[src/rtl/ps2_scancode_sequencer.sv]
// PS/2 set-2 byte stream parser: strips E0/F0/E1 prefixes into single make/break events for the matrix.
// Define PS2_HOTKEY_EN to build Ctrl/Alt tracking and the rst_req/nmi_req hotkey pulse counters.
module ps2_scancode_sequencer #(
    parameter int RESET_LEN = 50000,
    parameter int NMI_LEN   = 64,
    parameter int TIMEOUT   = 2048
) (
    input  logic       clock,
    input  logic       reset,
    input  logic       ce,
    input  logic       rx_strb,
    input  logic [7:0] rx_data,
    output logic       strb,
    output logic       make,
    output logic [7:0] code,
    output logic       rst_req,
    output logic       nmi_req
);

    typedef enum logic [2:0] {IDLE, BRK, EXT, EXT_BRK, PAUSE} state_t;

    localparam logic [11:0] IDLE_LAST = 12'(TIMEOUT - 1);

    state_t      state, state_next;
    logic [2:0]  skip, skip_next;
    logic [11:0] idle_cnt, idle_next;
    logic        emit, emit_make, emit_ext, pause_done;

    always_comb begin
        state_next = state;
        skip_next  = skip;
        idle_next  = idle_cnt;
        emit       = 1'b0;
        emit_make  = 1'b0;
        emit_ext   = 1'b0;
        pause_done = 1'b0;

        // A pending prefix is abandoned after TIMEOUT ce cycles without a byte
        if (state == IDLE || rx_strb) begin
            idle_next = '0;
        end else if (idle_cnt == IDLE_LAST) begin
            state_next = IDLE;
            idle_next  = '0;
        end else begin
            idle_next = idle_cnt + 12'd1;
        end

        if (rx_strb) begin
            case (state)
                IDLE: begin
                    case (rx_data)
                        8'hE0: state_next = EXT;
                        8'hF0: state_next = BRK;
                        8'hE1: begin
                            state_next = PAUSE;
                            skip_next  = 3'd7;
                        end
                        8'h00, 8'hAA, 8'hFA, 8'hFE, 8'hFF: begin
                        end
                        default: emit = 1'b1;
                    endcase
                end
                BRK: begin
                    state_next = IDLE;
                    if (!(rx_data inside {8'hE0, 8'hE1, 8'hF0})) begin
                        emit      = 1'b1;
                        emit_make = 1'b1;
                    end
                end
                EXT, EXT_BRK: begin
                    if (rx_data == 8'hF0) begin
                        state_next = EXT_BRK;
                    end else begin
                        state_next = IDLE;
                        // E0 12 / E0 59 are the fake shifts wrapped around extended keys
                        if (rx_data != 8'h12 && rx_data != 8'h59) begin
                            emit      = 1'b1;
                            emit_make = (state == EXT_BRK);
                            emit_ext  = 1'b1;
                        end
                    end
                end
                PAUSE: begin
                    if (skip == 3'd1) begin
                        state_next = IDLE;
                        pause_done = 1'b1;
                    end else begin
                        skip_next = skip - 3'd1;
                    end
                end
                default: state_next = IDLE;
            endcase
        end
    end

    always_ff @(posedge clock or negedge reset) begin
        if (!reset) begin
            state    <= IDLE;
            skip     <= '0;
            idle_cnt <= '0;
            strb     <= 1'b0;
            make     <= 1'b1;
            code     <= 8'h00;
        end else if (ce) begin
            state    <= state_next;
            skip     <= skip_next;
            idle_cnt <= idle_next;
            strb     <= emit;
            if (emit) begin
                make <= emit_make;
                code <= rx_data;
            end
        end
    end

`ifdef PS2_HOTKEY_EN
    logic        ctrl, alt;
    logic [15:0] rst_cnt, nmi_cnt;
    logic        rst_trig;

    // Modifier state is sampled before this event updates it; Del itself never touches it
    assign rst_trig = emit && !emit_make &&
                      ((rx_data == 8'h07) ||
                       (emit_ext && rx_data == 8'h71 && ctrl && alt));

    always_ff @(posedge clock or negedge reset) begin
        if (!reset) begin
            ctrl    <= 1'b0;
            alt     <= 1'b0;
            rst_cnt <= '0;
            nmi_cnt <= '0;
        end else if (ce) begin
            if (emit && rx_data == 8'h14) ctrl <= !emit_make;
            if (emit && rx_data == 8'h11) alt  <= !emit_make;

            if (rst_trig)             rst_cnt <= 16'(RESET_LEN);
            else if (rst_cnt != '0)   rst_cnt <= rst_cnt - 16'd1;

            if (pause_done)           nmi_cnt <= 16'(NMI_LEN);
            else if (nmi_cnt != '0)   nmi_cnt <= nmi_cnt - 16'd1;
        end
    end

    assign rst_req = (rst_cnt != '0);
    assign nmi_req = (nmi_cnt != '0);
`else
    logic unused_hotkey;
    assign unused_hotkey = ^{pause_done, emit_ext, 16'(RESET_LEN), 16'(NMI_LEN)};
    assign rst_req = 1'b0;
    assign nmi_req = 1'b0;
`endif

endmodule
[config.mk]
export PLATFORM = sky130hd
export DESIGN_NAME = ps2_scancode_sequencer
export DESIGN_NICKNAME = d
export VERILOG_FILES = /design/src/rtl/ps2_scancode_sequencer.sv
export SDC_FILE = /design/constraint.sdc
export NUM_CORES = 1
export LEC_CHECK = 0
export CAP_MARGIN = 25
export CORE_MARGIN = 1.5
export CORE_UTILIZATION = 48
export CTS_CLUSTER_SIZE = 8
export DETAILED_ROUTE_END_ITERATION = 12
export HOLD_SLACK_MARGIN = 0.06
export PLACE_DENSITY = 0.87
export SYNTH_ARGS = -nofsm -noshare
export SYNTH_HDL_FRONTEND = slang
export SYNTH_SLANG_ARGS = --single-unit
[constraint.sdc]
create_clock -name clock -period 1.79 [get_ports clock]
set_input_delay 0.358 -clock clock [delete_from_list [all_inputs] [get_ports clock]]
set_output_delay 0.358 -clock clock [all_outputs]
set_load 0.1 [all_outputs]
# Yosys cells after proc, flatten, opt, wreduce, memory -nomap -nowiden

Index checks and enable logic that the tools add are counted.

Logic and storage cells: 57
Flip-flop bits (word level): 28
Output and inout bits: 12
Input bits: 12

Equal/unequal tests: 17
Reduce and logical (&&, ||, !) cells: 10
Multiplexer cells: 22
Add/subtract/negate cells: 2

Operator list:

| kind                    | count |
|---|---|
| $eq A8 B8 Y1 const B    | 7 |
| $mux W12                | 2 |
| $mux W3                 | 6 |
| $pmux W3 S3             | 2 |
| $add A12 B1 Y12 const B | 1 |
| $eq A12 B11 Y1 const B  | 1 |
| $logic_not A8 Y1        | 1 |
| $mux W1                 | 8 |
| $ne A8 B5 Y1 const B    | 1 |
| $ne A8 B7 Y1 const B    | 1 |
| $reduce_or A8 Y1        | 1 |
| $eq A3 B1 Y1 const B    | 2 |
| $eq A3 B2 Y1 const B    | 2 |
| $pmux W3 S2             | 1 |
| $reduce_and A5 Y1       | 1 |
| $eq A3 B3 Y1 const B    | 1 |
| $logic_not A3 Y1        | 1 |
| $pmux W1 S3             | 1 |
| $reduce_bool A3 Y1      | 1 |
| $sub A3 B1 Y3 const B   | 1 |
| $mux W2                 | 1 |
| $ne A2 B1 Y1 const B    | 1 |
| $ne A2 B2 Y1 const B    | 1 |
| $pmux W1 S2             | 1 |
| other kinds (5)         | 5 |

# Longest topological paths before layout

Gate-level depths: netlist of the first run.

Depth in word-level cells: 7
Gate-level depth with buffers: 7

# Least setup slack after synthesis of the first run

Ideal clock, no wire load.

Path type: input-to-reg
Start point: input rx_data[4]
End point: register code[0]
Arrival time: 1.632 ns
Setup slack: 0.032 ns
Required time: 1.664 ns
Library setup time: 0.126 ns
Path buffers: 1
Stages: 6
Cells stage by stage: buf_6 and4_2 o21ai_1 nand4_2 a21oi_4 mux2_4

Cells in the longest elaborated chain, start to end: 7
Elaborated cells between the ends (all ways): 20
Those cells by class: 9 x eq/ne; 6 x mux; 5 x reduce/logical

RTL lines:

| element                                             | line | source |
|---|---|---|
| start: declaration                                  | 12   | `input logic [7:0] rx_data,` |
| $ne A8 B5 Y1 / $ne A8 B7 Y1 (equally long branches) | 76   | `if (rx_data != 8'h12 && rx_data != 8'h59) begin` |
| $logic_and A1 B1 Y1                                 | 76   |  |
| $mux W1                                             | 76   |  |
| $mux W1                                             | 71   | `if (rx_data == 8'hF0) begin` |
| $pmux W1 S3 (*)                                     | 49   | `case (state)` |
| $mux W1 (*)                                         | 48   | `if (rx_strb) begin` |
| $reduce_and A2 Y1 (no line) (*)                     | --   |  |
| end signal: assignment                              | 111  | `code <= rx_data;` |
| end: declaration                                    | 15   | `output logic [7:0] code,` |

Every way passes the cells marked *; elsewhere a longest branch is shown, timed or not.
A chain may end at the register's enable or synchronous reset.

# Worst setup path after layout of the first run

Start point: input rx_data[0]
End point: register code[6]

The elaborated chain is that of the path after synthesis.

==> flow_summary_export.csv, run 1 <==
group,metric,value,unit
synth,ys_seq_area_share,44.0,%
worst_setup_path,critPathLaunchType,"primary input",
floorplan,fp.dieArea,3680,sq um
synth,synth_edf_count,0,
route,drtIter0Drc,75,
cells_and_area,n_antenna_cell,0,
global_route,antenna_found_initial,0,
synth,post-synth-top-area-cell,"dfrtp_1",
worst_setup_path,path_class,"primary input to flop",
route,ant_nets,0,
power_and_ir_drop,power.leakage,1.01,nW
worst_setup_path,crit_fanout,8,
power_and_ir_drop,powerDensity,1150,nW/um^2
worst_setup_path,cp.arrival,2.05,ns
worst_setup_path,reg2reg_from,"state[0]$_DFFE_PN0P_",
sta,fin_crit,1.80,ns
clock_network,clockBufferDepth,2,
sta,finalCritPeriodShare,101,%
synth,post-synth-top-count-cell,"dfrtp_1",
route,drt-total-wl,4.45,mm
status,failed_checks,"negative setup slack",
route,via_per_inst,5.79,
synth,syn_avg_cell_area,10.6,sq um
cells_and_area,drive_above_1_share,39.0,%
synth,ys_ff_latch,28,
synth,synthTopCellsByArea,"dfrtp_1 42%, mux2_4 7.5%, xor2_1 2.7%",
floorplan,die_w,60.7,um
global_route,grt_max_degree,29,
sta,rsz0062_at_grt,"true",
route,firstDrtPassIters,4,
status,status,"finished with violations",
synth,synthFlopType,"dfrtp_1",
synth,syn_inst,151,
synth,netlist.area_leader.share,42.4,%
sta,maxClockFrequency,0.554,GHz
cells_and_area,layout.nets,216,
clock_network,cts_tree,"built",
sta,fin_ws,-0.0144,ns
global_route,track_usage,26.7,%
power_and_ir_drop,ir_drop,0.00110,V
sta,fin_hold_ws,0.355,ns
route,vias,1413,
global_route,grt_pass1_wl,7.11,mm
route,avgRoutedWirePerCell,18.2,um
floorplan,num_rows,20,
synth,syn_area,1600,sq um
synth,synth_common_cells,"27 x dfrtp_1, 11 x nand2_1, 10 x nor2_1",
clock_network,htreeDepth,1,
placed_design,portBuffers,21,
clock_network,cts.clk_slew.worst_paths,0.16,ns
clock_network,clock-sinks,28,
run,cap_viol_max_count,0,
synth,synthArstFlopShare,100,%
sta,finalSetupViolations,8,
floorplan,core,3100,sq um
worst_hold_path,holdCritPathClass,"primary input to asynchronous set/reset pin",
worst_setup_path,crit_start,"rx_data[0]",
floorplan,die_y,60.7,um
synth,synthDistinctLibCells,52,
worst_setup_path,end_kind,"flop",
placed_design,hpwl,2.97,mm
worst_setup_path,worstPathRequired,2.03,ns
global_route,grt_pass1_vias,1468,
sta,hold_viol,0,
route,drcViolationCount,0,
placed_design,gp_congestion,0.925,
clock_network,cts_buffers,3,
sta,fin_skew,0.0148,ns
clock_network,clockRootBuffer,"clkbuf_4",
clock_network,clk_latency,0.35,ns
power_and_ir_drop,power,0.00259,W
clock_network,ctsHoldBuffers,0,
cells_and_area,syn_to_final_growth,41.6,%
floorplan,start_util,51.4,%
synth,yosys_warnings,0,
floorplan,num_io_pins,24,
global_route,grt.overflow.total,0,
sta,slew_violations,0,
==> what timing repair did <==
| item | in CTS | in global routing |
|---|---|---|
| gates resized for setup | 20 | 18 |
| setup buffers | 3 | 2 |
| gates cloned | 1 | 0 |
| pin swaps | 6 | 6 |
| hold endpoints to repair | 0 | 0 |
| setup endpoints to repair | 12 | 19 |
==> logic make-up after synthesis <==
| family | Yosys count | share of synthesized area [%] |
|---|---|---|
| and+or+nand+nor | 58 | 21.2 |
| AOI/OAI and AO/OA | 29 | 15.1 |
| buffers and inverters | 15 | 4.55 |
| xor gates and xnor gates | 8 | 4.39 |
| muxes | 9 | 8.16 |
| adders and majority gates | 3 | 2.35 |
| other | 1 | 0.235 |
| DFF | 28 | 44.0 |
==> state kept, by name, summed over array words and instances (netlist names) <==
| register | count |
|---|---|
| state | 3 |
| idle_cnt | 12 |
| skip | 3 |
| strb | 1 |
| code | 8 |
| make | 1 |
==> placed cells by master (no fill, tap or decap), drive strengths merged, types with 3 or more instances in the layout <==
master,n
nand2,11
nor2,10
xnor2,3
nor4,3
nand2b,3
a21o,3
dlygate4sd2,3
nand3,7
xor2,5
mux2,8
buf,38
a21oi,6
clkdlybuf4s50,3
inv,9
dfrtp,27
ha,3
and4,3
clkbuf,9
and3,4
o21ai,8
==> path summary, 6_finish.rpt <==
check	endpoint	slack, ns	depth (start not counted)
setup / recovery	code[6]$_DFFE_PN0P_	-0.01	7
hold / removal	idle_cnt[11]$_DFFE_PN0P_	0.36	2
setup reg to reg	code[6]$_DFFE_PN0P_	0	5
hold reg to reg	make$_DFFE_PN1P_	0.51	2
max in group asynchronous	make$_DFFE_PN1P_	1.11	2
min in group clock	code[1]$_DFFE_PN0P_	0.38	2
==> per-layer routing <==
layer / wire (um) / GRT usage (%) / vias up / part of all wire [%]
met1: 1790 / 32.4 / 711 / 40
met3: 136 / 2.56 / 11 / 3.1
met4: 116 / 11.5 / 0 / 2.6
met2: 2410 / 47.9 / 46 / 54
li1: - / - / 645 / -
met5: 0 / 0 / - / 0
==> power by group <==
group | switching [W] | total (W) | internal [W]
sequential | 0.000138 | 0.000887 | 0.000749
combinational | 0.000872 | 0.00142 | 0.000548
clock | 0.000198 | 0.000286 | 0.0000880
==> cell type report <==
class	instances	area, sq um
Fill cell	195	843
Timing Repair Buffer	49	508
Sequential cell	28	702
Tap cell	44	55.1
Multi-Input combinational cell	110	935
Clock buffer	4	26.3
Inverter	9	33.8
==> critical path, stage by stage <==
cell	delay [ns]
dlygate4sd2_1	0.35
buf_4	0.20
nand4b_1	0.21
a41oi_4	0.38
a21oi_4	0.11
buf_12	0.15
mux2_4	0.29
==> metrics by stage <==
step | utilization (%) | setup WS, ns | instances | setup TNS [ns] | cell area [sq um]
final | 72.8 | -0.0144 | 244 | -0.0777 | 2260
after global placement | 67.6 | -0.573 | 234 | -6.36 | 2100
after CTS | 71.7 | 0.0144 | 242 | 0 | 2220
after global routing | 72.8 | -0.0409 | 244 | -0.227 | 2260
after detailed placement | 67.6 | -0.612 | 234 | -7.79 | 2100
after floorplan | - | 0.0318 | 152 | 0 | 1600
Note: power is estimated with default switching activity, not from simulation.
==> run 2, diff against run 1 <==
--- a/config.mk
+++ b/config.mk
@@ -12,6 +12,7 @@
 export DETAILED_ROUTE_END_ITERATION = 12
 export HOLD_SLACK_MARGIN = 0.06
 export PLACE_DENSITY = 0.87
+export SKIP_LAST_GASP = 1
 export SYNTH_ARGS = -nofsm -noshare
 export SYNTH_HDL_FRONTEND = slang
 export SYNTH_SLANG_ARGS = --single-unit
==> results of run 2 <==
Same layout as run 1: the final DEF is identical, and so are final timing and power.
